File: config.mk
export PLATFORM = sky130hd
export DESIGN_NAME = truth_table_sweep
export DESIGN_NICKNAME = d
export VERILOG_FILES = /design/src/rtl/truth_table_pkg.sv /design/src/rtl/settle_timer.sv /design/src/rtl/truth_table_sweep.sv
export SDC_FILE = /design/constraint.sdc
export NUM_CORES = 1
export LEC_CHECK = 0
export ABC_AREA = 1
export ABC_CLOCK_PERIOD_IN_PS = 1800
export CAP_MARGIN = 20
export CORE_MARGIN = 1.5
export CORE_UTILIZATION = 25
export DETAILED_ROUTE_END_ITERATION = 10
export GPL_ROUTABILITY_DRIVEN = 0
export PLACE_DENSITY = 0.42
export SLEW_MARGIN = 20
export SYNTH_ARGS = -nofsm -noshare
export SYNTH_HDL_FRONTEND = slang
export SYNTH_SLANG_ARGS = --single-unit
File: constraint.sdc
create_clock -name clk -period 1.8 [get_ports clk]
set_clock_uncertainty 0.1 [all_clocks]
set_input_delay 0.54 -clock clk [delete_from_list [all_inputs] [get_ports clk]]
set_output_delay 0.54 -clock clk [all_outputs]
set_load 0.005 [all_outputs]
File: src/rtl/truth_table_pkg.sv
// ----------------------------------------------------------------------------
// truth_table_pkg
// Shared types and helpers for the truth-table characterisation stages.
//   sweep_state_t    : sweep controller states
//   tt_width(n)      : number of truth-table bits for an n-input function
//   DEFAULT_EXPECTED : truth-table code of the 0xBD reference gate
// ----------------------------------------------------------------------------
package truth_table_pkg;

    typedef enum logic [1:0] {
        IDLE   = 2'd0,
        SETTLE = 2'd1,
        DONE   = 2'd2
    } sweep_state_t;

    function automatic int tt_width(input int n);
        return 2 ** n;
    endfunction

    localparam logic [7:0] DEFAULT_EXPECTED = 8'hBD;

endpackage

File: src/rtl/settle_timer.sv
// ----------------------------------------------------------------------------
// settle_timer
// Auto-reloading down-counter that marks the last cycle of a settle window.
//   clk    : clock, rising edge
//   rst    : synchronous active-high reset (count returns to 0)
//   load   : preload the counter with CYCLES-1 (start of a new window)
//   enable : count down by one per edge; reloads after reaching 0
//   expire : high during the cycle whose closing edge ends the window,
//            i.e. the edge on which the owner should capture
// ----------------------------------------------------------------------------
module settle_timer
    import truth_table_pkg::*;
#(
    parameter int CYCLES = 2
) (
    input  logic clk,
    input  logic rst,
    input  logic load,
    input  logic enable,
    output logic expire
);

    localparam int            CW     = (CYCLES > 1) ? $clog2(CYCLES) : 1;
    localparam logic [CW-1:0] RELOAD = CW'(CYCLES - 1);

    logic [CW-1:0] count_q;
    logic [CW-1:0] count_d;

    // Reloading on expiry lets back-to-back windows run without a gap cycle.
    always_comb begin
        count_d = count_q;
        if (load) begin
            count_d = RELOAD;
        end else if (enable) begin
            count_d = (count_q == '0) ? RELOAD : count_q - 1'b1;
        end
    end

    always_ff @(posedge clk) begin
        if (rst) begin
            count_q <= '0;
        end else begin
            count_q <= count_d;
        end
    end

    assign expire = enable && (count_q == '0);

endmodule

File: src/rtl/truth_table_sweep.sv
// ----------------------------------------------------------------------------
// truth_table_sweep
// Walks an N_IN-input combinational function through every input vector in
// ascending order, holds each vector SETTLE_CYCLES clocks, samples the
// function output and assembles the truth-table code (bit i = output for
// vector i). The finished code is compared against EXPECTED.
//   clk         : clock, rising edge
//   rst         : synchronous active-high reset, priority over everything
//   start       : request a sweep (accepted in IDLE, or on the DONE exit edge)
//   abort       : stop a sweep in progress at the next edge, no done pulse
//   drive       : input vector to the function (MSB -> in1, LSB -> in_N_IN)
//   sample      : function output, same clock domain
//   busy        : high while sweeping
//   done        : one-cycle pulse on normal completion
//   truth_table : captured code, bit i sampled while drive == i
//   match       : registered truth_table == EXPECTED, valid from done onward
// ----------------------------------------------------------------------------
module truth_table_sweep
    import truth_table_pkg::*;
#(
    parameter int                      N_IN          = 3,
    parameter int                      SETTLE_CYCLES = 2,
    parameter logic [(2**N_IN)-1:0]    EXPECTED      = DEFAULT_EXPECTED
) (
    input  logic                   clk,
    input  logic                   rst,
    input  logic                   start,
    input  logic                   abort,
    output logic [N_IN-1:0]        drive,
    input  logic                   sample,
    output logic                   busy,
    output logic                   done,
    output logic [(2**N_IN)-1:0]   truth_table,
    output logic                   match
);

    localparam int              W    = tt_width(N_IN);
    localparam logic [N_IN-1:0] LAST = {N_IN{1'b1}};

    sweep_state_t  state_q, state_d;
    logic [N_IN-1:0] drive_q, drive_d;
    logic [W-1:0]  table_q, table_d;
    logic          match_q, match_d;
    logic          busy_q,  busy_d;
    logic          done_q,  done_d;

    logic          timer_load;
    logic          timer_en;
    logic          capture;

    settle_timer #(
        .CYCLES (SETTLE_CYCLES)
    ) u_settle_timer (
        .clk    (clk),
        .rst    (rst),
        .load   (timer_load),
        .enable (timer_en),
        .expire (capture)
    );

    // Next-state logic. The DONE exit edge may accept a held start directly,
    // which gives the minimum start-to-start period of one sweep plus a cycle.
    always_comb begin
        state_d    = state_q;
        drive_d    = drive_q;
        table_d    = table_q;
        match_d    = match_q;
        busy_d     = busy_q;
        done_d     = 1'b0;
        timer_load = 1'b0;
        timer_en   = 1'b0;

        case (state_q)
            IDLE, DONE: begin
                if (start) begin
                    state_d    = SETTLE;
                    drive_d    = '0;
                    table_d    = '0;
                    match_d    = 1'b0;
                    busy_d     = 1'b1;
                    timer_load = 1'b1;
                end else begin
                    state_d = IDLE;
                end
            end

            SETTLE: begin
                if (abort) begin
                    state_d = IDLE;
                    busy_d  = 1'b0;
                    drive_d = '0;
                    match_d = 1'b0;
                end else begin
                    timer_en = 1'b1;
                    if (capture) begin
                        table_d[drive_q] = sample;
                        if (drive_q == LAST) begin
                            // Compare includes the bit captured on this edge.
                            state_d = DONE;
                            busy_d  = 1'b0;
                            done_d  = 1'b1;
                            match_d = (table_d == EXPECTED);
                        end else begin
                            drive_d = drive_q + 1'b1;
                        end
                    end
                end
            end

            default: begin
                state_d = IDLE;
                busy_d  = 1'b0;
                drive_d = '0;
            end
        endcase
    end

    always_ff @(posedge clk) begin
        if (rst) begin
            state_q <= IDLE;
            drive_q <= '0;
            table_q <= '0;
            match_q <= 1'b0;
            busy_q  <= 1'b0;
            done_q  <= 1'b0;
        end else begin
            state_q <= state_d;
            drive_q <= drive_d;
            table_q <= table_d;
            match_q <= match_d;
            busy_q  <= busy_d;
            done_q  <= done_d;
        end
    end

    assign drive       = drive_q;
    assign busy        = busy_q;
    assign done        = done_q;
    assign truth_table = table_q;
    assign match       = match_q;

endmodule
Yosys cells after proc, flatten, opt, wreduce, memory -nomap -nowiden

Index checks and enable logic that the tools add are counted.

$add $sub $neg: 2
$lt $le $gt $ge: 2
Equal/unequal tests: 10
Mux-type cells: 35
Bitwise operators: 3
Reductions and logical operators: 12

Operators with widths:

| cell                | number |
|---|---|
| $mux 8              | 3 |
| $mux 1              | 18 |
| $pmux 8 s2          | 1 |
| $mux 3              | 4 |
| $ne 3x3->1 const B  | 3 |
| $bwmux 8            | 1 |
| $eq 8x8->1 const B  | 1 |
| $reduce_and 4->1    | 2 |
| $mux 2              | 3 |
| $ne 2x2->1 const B  | 3 |
| $pmux 3 s2          | 1 |
| $reduce_and 3->1    | 2 |
| $lt 3x4->1 const B  | 1 |
| $pmux 1 s2          | 2 |
| $pmux 2 s2          | 1 |
| $reduce_bool 2->1   | 2 |
| $reduce_or 4->1     | 1 |
| $add 3x1->3 const B | 1 |
| $demux 1 s3         | 1 |
| $eq 3x3->1 const B  | 1 |
| $ge 3x1->1 const B  | 1 |
| $not 1->1           | 3 |
| $eq 2x1->1 const B  | 1 |
| $eq 2x2->1 const B  | 1 |
| 5 further kinds     | 6 |

Register bits: 17
Input bits: 5
Output and inout bits: 14
Logic and storage cells: 71

Depth between registers and ports, before layout

Gate-level depths: netlist (run 1).

Depth in word-level cells: 10
Depth in mapped cells: 9
Mapped depth without buffers: 9

By module

A second synthesis (run 1) with hierarchy kept.

Cell total of the unflattened synthesis: 137
Area, all modules: 939.7 um2

Modules (own cells, without submodules):

| module            | times used | cells an instance | area each (um2) | seq. area each (um2) |
|---|---|---|---|---|
| truth_table_sweep | 1          | 126               | 880.8           | 320.3 |
| settle_timer      | 1          | 11                | 58.8            | 20.0 |

Least setup slack after synthesis (run 1)

OpenSTA, ideal clock, no wires.

Path type: register -> register
Start point: register drive_q[0] (netlist: drive[0])
End point: register drive_q[2] (netlist: drive[2])
Library setup time: 0.117 ns
Data arrival time: 1.259 ns
Required time: 1.583 ns
Slack: 0.324 ns
Cell stages (with the launch flop): 10
Path buffers: 0
Clock period less this slack: 1.476 ns
Cell sequence: dfxtp_1 -> ha_1 -> ha_1 -> inv_1 -> nand2_1 -> nand2_1 -> o21a_1 -> clkinv_1 -> a21oi_1 -> nor2_1

Cells in the longest elaborated chain, start to end: 5
Elaborated cells on any way between the ends: 8
Classes of those cells: add/sub (1); eq/ne (2); mux (4); reduce/logical (1)

RTL lines:

| what                   | RTL line                 | text |
|---|---|---|
| from (decl)            | truth_table_sweep.sv:41  | `logic [N_IN-1:0] drive_q, drive_d;` |
| from (signal assigned) | truth_table_sweep.sv:128 | `drive_q <= drive_d;` |
| $add 3x1->3            | truth_table_sweep.sv:104 | `drive_d = drive_q + 1'b1;` |
| $mux 3                 | truth_table_sweep.sv:97  | `if (drive_q == LAST) begin` |
| $mux 3                 | truth_table_sweep.sv:95  | `if (capture) begin` |
| $mux 3                 | truth_table_sweep.sv:88  | `if (abort) begin` |
| $pmux 3 s2             | truth_table_sweep.sv:73  | `case (state_q)` |

Several ways; a longest one is shown, not always the timed one. The select of a mux whose other input is x is not followed.
A chain may end at the register's enable or synchronous reset.

Worst setup path after layout (run 1)

Start point: register done_q (netlist: done)
End point: output port done

RTL lines:

| what                   | RTL line                 | text |
|---|---|---|
| from (decl)            | truth_table_sweep.sv:45  | `logic done_q, done_d;` |
| from (signal assigned) | truth_table_sweep.sv:132 | `done_q <= done_d;` |
| to (decl)              | truth_table_sweep.sv:32  | `output logic done,` |

No word-level cell between the ends.

==> flow_metrics.tcl, run 1 <==
set metrics [dict create \
    nNetsFinal 174 \
    synthCells 128 \
    final_cell_mix "nand2_1, buf_4, a21oi_1" \
    path_delay_family "buffers and inverters" \
    numCtsBuffers 3 \
    drive_gt1_share_pct 27.11 \
    hold_depth 2 \
    finalHoldViolations 0 \
    die_area_um2 3999 \
    grt_pass1_vias 896 \
    port_buffers 18 \
    fin_setup_tns_ps 0 \
    r2r-start "drive[0]$_SDFFE_PP0P_" \
    post-place-ws_ps -135.9 \
    clk_path_buf_depth 2 \
    drtPass1Iterations 4 \
    avgSynthCellArea_um2 7.087 \
    p_per_area_nw_per_um2 569.7 \
    core-area_um2 3416 \
    ys_types 22 \
    grt_overflow_total 0 \
    clk_latency_ps 290 \
    wl_per_cell_um 10.54 \
    hp-start "truth_table[4]$_SDFFE_PP0P_" \
    dieHeight_um 63.24 \
    top_usage_layer "met2" \
    grt_pass1_wl_mm 3.939 \
    rows 21 \
    die_w_um 63.24 \
    peakVddDrop_uv 205.2 \
    relSlewSlack_pct 76.11 \
    h-tree-depth 1 \
    hold_path_end "truth_table[4]$_SDFFE_PP0P_" \
    ant_nets 0 \
    gr-usage-met1_pct 17.12 \
    tightest_slew_ps 357.8 \
    hold_path_class "reg2reg" \
    grt_use_total_pct 12.20 \
    finalCriticalPeriod_ps 1730 \
    grt_setup_unrepaired "false" \
    cts.sinks 17 \
    post-route-period-util_pct 96.13 \
    ioPinCount 19 \
    crit_path_cell_trace "clkdlybuf4s50_1" \
    syn-num-nets 135 \
    start_kind "flip-flop" \
    rr_endpoint "drive[2]$_SDFFE_PP0P_" \
    ys_seq_elements 17 \
    drc 0 \
    worst_setup_path_end_kind "primary output" \
    setup_ws_ps 69.71 \
    start_util_pct 26.56 \
    cts_tree "built" \
    drv_slew 0 \
    crit_type "reg2out" \
    insertedDiodeCount 0 \
    fmax_ghz 0.5779 \
    seq_area_frac_synth_pct 37.52 \
    ys.warnings.count 0 \
    maxCapViolCount 0 \
    status "finished clean" \
    worst-path-buf-inv 1 \
    worstPathRequired_ps 1160 \
    cpPeakStageDelay_ps 490 \
    dpl.hpwl_mm 1.652 \
    worstPathArrival_ps 1090 \
    layout_commonest_cell "nand2_1" \
    root_buffer "clkbuf_4" \
    cts.clk_slew.worst_paths_ps 100 \
    leakagePower_nw 0.7636 \
    gr-usage-met2_pct 18.88 \
    cp_slowest_cell "clkdlybuf4s50_1" \
    synth_area_um2 907.1 \
    drt_wl_total_mm 2.235 \
    met3_usage_pct 1.607 \
    setup_violations 0 \
    r2r_slack_ps 150 \
    grt_max_degree 10 \
    routed-via-count 908 \
    initialDrtViolationCount 22 \
    vias_per_cell 4.283 \
    cp_max_fo 1 \
    syn2layout_area_growth_pct 47.31 \
    grt_antenna_before_repair 0 \
    reg2reg_depth 10 \
]
[state kept, by name (all words and copies together), names as in the netlist]
signal / flops
truth_table: 8
drive: 3
state_q: 2
busy: 1
done: 1
match: 1
u_settle_timer.count_q: 1
[report_power, final]
part           switching, mW  total (mW)  internal [mW]
Clock                  0.124       0.210         0.0860
Sequential            0.0126       0.402          0.389
Combinational         0.0784       0.149         0.0710
[worst reg2reg max path, stage by stage (launching register included)]
cell and delay (ps):
dfxtp_2 330, buf_4 130, ha_1 190, ha_1 190, inv_2 80, nand2_1 50
nand2_1 50, o21a_1 140, clkinv_1 100, a21oi_1 120, nor2_1 50
[cell families (layout without fill, tap and decap cells)]
logic type | count (synthesis) | after routing | share of synthesized area (%)
compound gates | 25 | 25 | 14.34
fa+ha+maj | 2 | 2 | 2.758
buf+inv | 19 | 57 | 10.07
flops | 17 | 17 | 37.52
simple gates | 65 | 65 | 35.31
[layer usage]
layer / vias to the layer above / wire length, um
met1: 401 / 1161
li1: 493 / -
met2: 12 / 986
met3: 2 / 64
met4: 0 / 23
met5: - / 0
[worst max-delay path by stage]
stage | startpoint | slack (ps) | depth (start not counted) | endpoint
finish | done$_SDFF_PP0_ | 70 | 1 | done
global route | drive[0]$_SDFFE_PP0P_ | 20 | 10 | drive[0]$_SDFFE_PP0P_
CTS | truth_table[1]$_SDFFE_PP0P_ | 2 | 1 | truth_table[1]
detailed placement | abort | -140 | 7 | truth_table[1]$_SDFFE_PP0P_
global placement | abort | -140 | 7 | truth_table[2]$_SDFFE_PP0P_
floorplan | drive[0]$_SDFFE_PP0P_ | 320 | 9 | drive[2]$_SDFFE_PP0P_
[final cells by class]
type / instances / area, um2
well taps: 46 / 57.56
multi-input cells: 92 / 475.5
inverters: 15 / 61.31
clock buffers: 4 / 26.28
repair buffers: 38 / 359.1
fillers: 383 / 2079
flip-flops and latches: 17 / 356.6
[per-stage QoR]
step	utilization, %	hold slack (ps)	instance area [um2]	total power [mW]	std cells
floorplan	-	362.3	907.1	0.4896	128
global placement	35.93	363.5	1227	0.5548	203
detailed placement	35.93	373.9	1227	0.5547	203
CTS	37.33	380.2	1275	0.7786	208
global route	39.12	396.4	1336	0.8209	212
finish	39.12	372.9	1336	0.7613	212
[timing repair]
item / CTS / global route
hold buffers: 0 / 0
pin swaps: 0 / 0
setup buffers: 1 / 4
endpoints found under the setup margin: 12 / 15
endpoints found under the hold margin: 0 / 0
resized for setup: 13 / 14
[cells in the mapped netlist]
| cell type | instances | area share [%] |
|---|---|---|
| nand2_2 | 1 | 0.69 |
| dfxtp_1 | 17 | 38 |
| nor2_8 | 2 | 4.4 |
| a21oi_1 | 15 | 8.3 |
| nand4_1 | 3 | 2.1 |
| inv_4 | 2 | 1.4 |
| inv_1 | 11 | 4.6 |
| buf_4 | 2 | 1.7 |
| nor4_1 | 2 | 1.4 |
| nor2_1 | 6 | 2.5 |
| clkbuf_1 | 1 | 0.41 |
| buf_6 | 1 | 1.2 |
| nand2_1 | 38 | 16 |
| o21ai_1 | 5 | 2.8 |
| nand3_1 | 11 | 6.1 |
| ha_1 | 2 | 2.8 |
| a211oi_1 | 1 | 0.83 |
| inv_2 | 1 | 0.41 |
| o21a_1 | 1 | 0.83 |
| clkinv_1 | 1 | 0.41 |
| nor2_4 | 2 | 2.5 |
| o21ai_0 | 3 | 1.7 |
Power figures use the tool's default switching activity.
==> run 2, diff against run 1 <==
--- a/config.mk
+++ b/config.mk
@@ -8,8 +8,10 @@
 export ABC_AREA = 1
 export ABC_CLOCK_PERIOD_IN_PS = 1800
 export CAP_MARGIN = 20
+export CORE_ASPECT_RATIO = 2
 export CORE_MARGIN = 1.5
 export CORE_UTILIZATION = 25
+export CTS_CLUSTER_SIZE = 30
 export DETAILED_ROUTE_END_ITERATION = 10
 export GPL_ROUTABILITY_DRIVEN = 0
 export PLACE_DENSITY = 0.42
==> flow_metrics.tcl, run 2 (same netlist as run 1, synthesis figures left out) <==
set metrics [dict create \
    grt_max_degree 11 \
    core-area_um2 3416 \
    nNetsFinal 170 \
    crit_path_cell_trace "clkdlybuf4s50_1" \
    hold_depth 2 \
    worstPathArrival_ps 1120 \
    finalCriticalPeriod_ps 1755 \
    start_kind "flip-flop" \
    vias_per_cell 4.462 \
    port_buffers 18 \
    numCtsBuffers 3 \
    dp.cells 206 \
    drc 0 \
    p_per_area_nw_per_um2 647.9 \
    grt_pass1_wl_mm 4.195 \
    rows 30 \
    final_cell_mix "nand2_1, clkdlybuf4s50_1, buf_4" \
    hp-start "truth_table[0]$_SDFFE_PP0P_" \
    ioPinCount 19 \
    rr_endpoint "drive[2]$_SDFFE_PP0P_" \
    drtPass1Iterations 2 \
    cts.clk_slew.worst_paths_ps 70 \
    grt_pass1_vias 910 \
    cp_slowest_cell "clkdlybuf4s50_1" \
    largest_reg_flops 8 \
    hold_path_class "reg2reg" \
    setup_violations 0 \
    layout_commonest_cell "nand2_1" \
    cts.sinks 17 \
    tightest_slew_ps 362.8 \
    syn2layout_area_growth_pct 43.17 \
    utilization_pct 38.02 \
    ant_nets 0 \
    fmax_ghz 0.5697 \
    worstPathRequired_ps 1160 \
    grt_overflow_total 0 \
    crit_type "reg2out" \
    clk_path_buf_depth 2 \
    worst_setup_path_end_kind "primary output" \
    initialDrtViolationCount 14 \
    peakVddDrop_uv 249.6 \
    cts_tree "built" \
    cts_hold_repair.buffers 0 \
    stdcell_count 210 \
    dpl.hpwl_mm 1.933 \
    r2r-start "drive[0]$_SDFFE_PP0P_" \
    status "finished clean" \
    wl_per_cell_um 11.54 \
    cts_setup_buffers 0 \
    dieHeight_um 88.19 \
    drt_wl_total_mm 2.424 \
    maxCapViolCount 0 \
    post-route-period-util_pct 97.52 \
    grt_use_total_pct 14.29 \
    cp_max_fo 3 \
    reg2reg_depth 9 \
    h-tree-depth 1 \
    cpPeakStageDelay_ps 510 \
    finalHoldViolations 0 \
    clk_latency_ps 250 \
    leakagePower_nw 0.5438 \
    power.total_mw 0.8415 \
    relSlewSlack_pct 75.78 \
    die_area_um2 4021 \
    insertedDiodeCount 0 \
    grt_antenna_before_repair 0 \
    drv_slew 0 \
    path_delay_family "buffers and inverters" \
    die_w_um 45.60 \
    start_util_pct 26.56 \
    r2r_slack_ps 220 \
    grt_setup_unrepaired "false" \
    root_buffer "clkbuf_8" \
    worst-path-buf-inv 1 \
    routed-via-count 937 \
    hold_path_end "truth_table[0]$_SDFFE_PP0P_" \
    drive_gt1_share_pct 24.07 \
]
[run 2: changes by cell type in the layout (fill, tap and decap cells not counted)]
| cell | delta |
|---|---|
| clkdlybuf4s50_1 | +12 |
| clkinv_2 | +1 |
| dfxtp_2 | -3 |
| clkbuf_1 | -1 |
| dlymetal6s2s_1 | -11 |
| dfxtp_1 | +3 |
| clkbuf_4 | -3 |
| clkbuf_8 | +3 |
| dlygate4sd2_1 | -1 |
| buf_4 | -4 |
[run 2: final cells by class]
type                    count  area (um2)
fillers                   380        2117
multi-input cells          92       475.5
flip-flops and latches     17       352.8
repair buffers             34       302.8
inverters                  15       61.31
well taps                  48       60.06
clock buffers               3       41.29
clock inverters             1       5.005
[run 2: power breakdown]
part           total [mW]  switching (mW)  leakage, nW  internal [mW]
clock network       0.293           0.139       0.0255          0.154
logic               0.146          0.0778        0.375         0.0679
registers           0.403          0.0143        0.143          0.389
total               0.841           0.231        0.544          0.611
[run 2: stage by stage]
stage          worst slack (ps)  instance area, um2  TNS [ps]  hold WS, ps
2_1_floorplan             324.4               907.1         0        362.3
3_3_place_gp             -163.9                1237     -1588        367.6
3_5_place_dp             -151.8                1237     -1606        377.5
4_1_cts                  0.7667                1286         0        386.4
5_1_grt                   5.331                1299         0        401.7
6_report                  44.64                1299         0        371.4
[run 2: how the worst max path moves through the flow]
stage | cells after the start | end | from | slack [ps]
after floorplan | 9 | drive[2]$_SDFFE_PP0P_ | drive[0]$_SDFFE_PP0P_ | 320
after global placement | 7 | truth_table[4]$_SDFFE_PP0P_ | abort | -160
after detailed placement | 7 | truth_table[4]$_SDFFE_PP0P_ | abort | -150
after CTS | 1 | drive[1] | drive[1]$_SDFFE_PP0P_ | 0.8
after global routing | 1 | truth_table[0] | truth_table[0]$_SDFFE_PP0P_ | 5
final | 1 | truth_table[1] | truth_table[1]$_SDFFE_PP0P_ | 40
[run 2: timing repair]
item | 4_1_cts | 5_1_grt
gates resized for setup | 2 | 10
setup endpoints to repair | 2 | 9
pin swaps | 0 | 0
[run 2: routing by layer]
metal | part of all wire [%] | track usage (%) | wire length (um)
met1 | 38 | 14.71 | 909
met2 | 57 | 26.50 | 1388
met3 | 2.9 | 2.062 | 71
met4 | 2.3 | 6.417 | 55
met5 | 0 | 0 | 0
